<file path="src/rtl/clk_gen.sv">
// Counter/toggle clock divider: out_clk = in_clk / (2*HALF), 50% duty,
// HALF = MAIN_CLK_HZ / (2*CLK_HZ) clamped to at least 1.
// Optional single-cycle rising-edge strobe out_tick when CLKGEN_TICK_EN is defined.
module clk_gen #(
  parameter int unsigned MAIN_CLK_HZ = 50_000_000,
  parameter int unsigned CLK_HZ      = 10_000,
  parameter bit          CLK_INIT    = 1'b0
) (
  input  logic in_clk,
  input  logic in_rst,
`ifdef CLKGEN_TICK_EN
  output logic out_tick,
`endif
  output logic out_clk
);

  // Guard the division so a bad configuration reaches the elaboration error below.
  localparam int unsigned HALF_RAW = (CLK_HZ == 0) ? 1 : MAIN_CLK_HZ / (2 * CLK_HZ);
  localparam int unsigned HALF     = (HALF_RAW == 0) ? 1 : HALF_RAW;
  localparam int unsigned CW       = $clog2(HALF) + 1;
  localparam logic [CW-1:0] LAST   = CW'(HALF - 1);

  generate
    if (CLK_HZ == 0 || MAIN_CLK_HZ == 0) begin : g_bad_cfg
      $error("clk_gen: MAIN_CLK_HZ and CLK_HZ must both be non-zero");
    end
  endgenerate

  logic [CW-1:0] r_cnt;
  logic          r_clk;
  logic          w_wrap;

  assign w_wrap  = (r_cnt == LAST);
  assign out_clk = r_clk;

  // Half-period counter: wraps to zero on the last cycle of each half-period.
  always_ff @(posedge in_clk or negedge in_rst) begin
    if (!in_rst) begin
      r_cnt <= '0;
    end else if (w_wrap) begin
      r_cnt <= '0;
    end else begin
      r_cnt <= r_cnt + 1'b1;
    end
  end

  // Output level register: toggles when the half-period counter wraps.
  always_ff @(posedge in_clk or negedge in_rst) begin
    if (!in_rst) begin
      r_clk <= CLK_INIT;
    end else if (w_wrap) begin
      r_clk <= ~r_clk;
    end
  end

`ifdef CLKGEN_TICK_EN
  logic r_tick;

  assign out_tick = r_tick;

  // Strobe registered alongside the 0->1 transition of out_clk, so it is
  // high exactly during the first in_clk cycle of the high phase.
  always_ff @(posedge in_clk or negedge in_rst) begin
    if (!in_rst) begin
      r_tick <= 1'b0;
    end else begin
      r_tick <= w_wrap & ~r_clk;
    end
  end
`endif

endmodule

</file>
<file path="config.mk">
export PLATFORM = sky130hd
export DESIGN_NAME = clk_gen
export DESIGN_NICKNAME = d
export VERILOG_FILES = /design/src/rtl/clk_gen.sv
export SDC_FILE = /design/constraint.sdc
export NUM_CORES = 1
export LEC_CHECK = 0
export CAP_MARGIN = 5
export CORE_MARGIN = 5
export CORE_UTILIZATION = 48
export CTS_CLUSTER_DIAMETER = 150
export CTS_CLUSTER_SIZE = 14
export DETAILED_ROUTE_END_ITERATION = 6
export PLACE_DENSITY = 0.73
export RECOVER_POWER = 25
export SETUP_SLACK_MARGIN = 0.4
export SYNTH_ARGS = -nofsm -noshare
export SYNTH_HDL_FRONTEND = slang
export SYNTH_SLANG_ARGS = --single-unit
</file>
<file path="constraint.sdc">
create_clock -name in_clk -period 1.64 [get_ports in_clk]
set_input_delay 0.328 -clock in_clk [delete_from_list [all_inputs] [get_ports in_clk]]
set_output_delay 0.328 -clock in_clk [all_outputs]
set_load 0.05 [all_outputs]
</file>
### Word-level counts from Yosys, hierarchy flattened

Cells that the tools add are included.

* register bits: 14
* bits in latches: 0
* bits in writable memories: 0
* memory bits (read-only): 0
* output and inout port bits: 1
* word-level logic and storage cells: 6
* memories kept: 0

* add/sub/neg operators: 1
* multiply operators: 0
* div/mod/pow operators: 0
* magnitude comparators: 0
* equality and inequality tests: 1
* shift operators: 0
* mux-type cells: 1
* bitwise logic cells: 1
* reductions and logical operators: 0

Operators by type and width (count)
* $add 13x1->13 const B: 1
* $eq 13x12->1 const B: 1
* $mux 13: 1
* $not 1->1: 1

### Depth between registers and ports, before layout

* word-level depth: 2
* mapped depth: 4
* mapped depth without buffers: 4

### Least setup slack after synthesis

Ideal clock, no wire load.

* path type: register to register
* start: register r_cnt[10]
* end: register r_cnt[1]
* library setup time: 0.120 ns
* arrival time: 1.624 ns
* required time: 1.520 ns
* setup slack: -0.103 ns
* stages on the path, launching flop included: 4
* buffers on the path: 0
* cell sequence: dfrtp_1 > or4b_1 > nor4_4 > and2b_2

* longest elaborated chain between the ends: 2

Ends and longest elaborated chain
* start: declaration: line 29 `logic [CW-1:0] r_cnt;`
* start signal: assignment: line 43 `r_cnt <= r_cnt + 1'b1;`
* $eq 13x12->1: line 33 `assign w_wrap = (r_cnt == LAST);`
* $mux 13: line 40 `end else if (w_wrap) begin`

Every way passes these cells.
A chain may end at the register's enable or synchronous reset.

### Final worst setup path

* start: register r_cnt[12]
* end: register r_clk, in the netlist out_clk

* longest elaborated chain between the ends: 1

Ends and longest elaborated chain
* $eq 13x12->1: line 33
* end signal: assignment: line 52 `r_clk <= ~r_clk;`
* end: declaration: line 30 `logic r_clk;`

Every way passes these cells.

==> flow_metrics.py <==
metrics = {
    "placed_design": {
        "place_ws_ps": 119,
        "gp_congestion": 0.846,
        "placed_area_um2": 777,
        "dp.cells": 87,
        "io_buffer_count": 2,
        "dpl.hpwl_um": 975,
    },
    "yosys": {
        "synth_fp_nets": 63,
        "synth-seq-cells": 14,
        "synth_area_um2": 659,
        "yosys-top-cells-area": "dfrtp_1 53%, xor2_1 5.3%, xnor2_1 4.0%",
        "avgSynthCellArea_um2": 11.0,
        "synth_common_cells": "14 x dfrtp_1, 5 x nand2_1, 5 x nand3_1, 4 x a21oi_1, 4 x xor2_1",
        "synth-main-ff-cell": "dfrtp_1",
        "synth_cells": 60,
        "ys_seq_area_frac": 0.531,
        "ys_warn_count": 0,
        "yosys.area.top_type": "dfrtp_1",
        "async_reset_ff_frac": 1.00,
        "synth_top_area_share": 0.531,
        "synth-edff-count": 0,
        "synthMostInstantiatedCell": "dfrtp_1",
        "yosys.cell_types.count": 24,
    },
    "clock_tree": {
        "numCtsBuffers": 3,
        "clk_pin_slew_ps": 90,
        "ctsRootBufferMaster": "clkbuf_4",
        "cts_hold_buf": 0,
        "clockBufferDepth": 2,
        "clock-sinks": 14,
        "cts-htree-levels": 1,
        "tritoncts": "done",
        "clk_latency_ps": 280,
    },
    "layout": {
        "drive_above_1_share": 0.363,
        "num_antenna_cells": 0,
        "nets": 84,
        "n_fill_cell": 93,
        "multiInputGateArea_um2": 360,
        "final_util": 0.691,
        "register_area_um2": 350,
        "areaGrowthSynthToFinish_pct": 36.4,
        "fin_cells": 95,
        "design_area_um2": 900,
    },
    "critical_path": {
        "cp_top_family": "simple AND/OR/NAND/NOR gates",
        "critPathMaxFanout": 4,
        "cp-start-kind": "register",
        "crit_start": "r_cnt[12]$_DFF_PN0_",
        "reg2reg_from": "r_cnt[12]$_DFF_PN0_",
        "crit_chain": "or4b_4, nor4_4, buf_4, xor2_2",
        "crit_required_ps": 1860,
        "reg2reg_depth": 4,
        "end_kind": "register",
        "timing.critical_path.slowest_stage_cell": "or4b_4",
        "worstPathArrival_ps": 1770,
        "path_depth": 4,
        "slowest_delay_ps": 550,
        "crit_type": "reg2reg",
        "worstPathBufferInverterCount": 1,
    },
    "global_routing": {
        "grt_pass1_wl_um": 2500,
        "grt_pass1_vias": 513,
        "grt_overflow": 0,
        "antenna_found_initial": 0,
        "grt_max_degree": 15,
        "grt.total_usage": 0.171,
    },
    "min_path": {
        "hold_path_depth": 1,
        "hold_path.class": "reg2reg",
        "hp-start": "out_clk$_DFFE_PN0N_",
    },
    "detailed_routing": {
        "dr.pass1.iters": 4,
        "routed_via_density": 6.03,
        "post-route-drc-count": 0,
        "drtIter0Drc": 28,
        "wl_per_cell_um": 17.3,
        "route.vias.total": 573,
        "ant_nets": 0,
        "totalWireLength_um": 1650,
    },
    "timing": {
        "tightestPinTransition_ps": 750,
        "hold_violations": 0,
        "fin_worst_skew_ps": 1.40,
        "slew_viol_final": 0,
        "totalNegativeSetupSlack_ps": 0,
        "finalCriticalPeriod_ps": 1550,
        "worst_slack_ps": 85.3,
        "slew_headroom": 0.500,
        "finalCritPeriodShare": 0.948,
        "rsz0062_at_grt": "true",
        "finalSetupViolCount": 0,
        "max_freq_ghz": 0.643,
    },
    "power": {
        "irDropWorstVdd_mv": 0.456,
        "p_per_area_mw_per_mm2": 676,
        "p_leak_nw": 0.398,
    },
    "job": {
        "maxCapViolCount": 0,
    },
    "floorplanning": {
        "rows": 13,
        "die_w_um": 47.1,
        "start_util": 0.507,
        "coreArea_mm2": 0.00130,
        "die_h_um": 47.1,
        "dieArea_mm2": 0.00222,
        "ioPinCount": 3,
    },
    "run_status": {
        "run_status": "finished, final reports clean",
    },
}
-- cell families after synthesis --
group	count (synthesis)	share of synthesized area
buffers and inverters	1	0.00569
adder cells (fa/ha/maj)	1	0.0190
flip-flops	14	0.531
AND/OR/NAND/NOR	29	0.281
XOR/XNOR	7	0.0930
AO/OA/AOI/OAI	8	0.0702
-- sequential cells by signal (all words and copies together), names as in the netlist --
| signal | flops |
|---|---|
| out_clk | 1 |
| r_cnt | 13 |
-- routing by layer --
metal  GRT usage  vias to the layer above  part of all wire
li1            -                      262                 -
met1       0.216                      289              0.42
met2       0.282                       18              0.49
met3      0.0307                        4             0.065
met4      0.0829                        0             0.018
met5           0                        -                 0
-- path summary, 6_finish.rpt --
kind / end / slack (ps)
worst max-delay path: out_clk$_DFFE_PN0N_ / 90
worst max register to register: out_clk$_DFFE_PN0N_ / 90
min in group asynchronous: r_cnt[10]$_DFF_PN0_ / 610
worst min-delay path: out_clk$_DFFE_PN0N_ / 510
max in group asynchronous: r_cnt[1]$_DFF_PN0_ / 560
worst min register to register: out_clk$_DFFE_PN0N_ / 510
-- layout by cell type, fill, tap and decap left out, types with 2 or more instances in the layout --
cell | netlist | layout
a21oi_1 | 4 | 3
and4_1 | 2 | 2
buf_4 | 0 | 11
buf_6 | 0 | 3
clkbuf_4 | 0 | 3
dfrtp_1 | 14 | 14
nand2_1 | 5 | 5
nand3_1 | 5 | 5
nand4_1 | 2 | 2
nor4_4 | 1 | 2
o21ai_0 | 2 | 2
or3_1 | 2 | 2
xnor2_1 | 3 | 3
xor2_1 | 4 | 3
-- layout make-up --
class                      count  share of cell area
timing repair buffer          16               0.145
multi-input combinational     45               0.401
inverter                       1             0.00417
sequential                    14               0.389
tap                           15              0.0209
clock buffer                   4              0.0403
-- where the power goes --
part / switching (W) / internal, W / total, W
clock: 0.000119 / 0.000135 / 0.000254
sequential: 0 / 0.000345 / 0.000345
combinational: 0.00000663 / 0.00000205 / 0.00000867
-- what timing repair did --
action                                  CTS  global route
setup buffers                             3             1
gates resized for setup                   7             6
cloned                                    0             0
endpoints found under the setup margin    9            10
pin swaps                                 5             2
-- stage by stage --
step	hold slack [ps]	power, W
floorplan	32.4	0.000352
global placement	450	0.000362
detailed placement	459	0.000363
CTS	341	0.000612
global route	549	0.000625
finish	508	0.000608
Power figures use the tool's default switching activity.
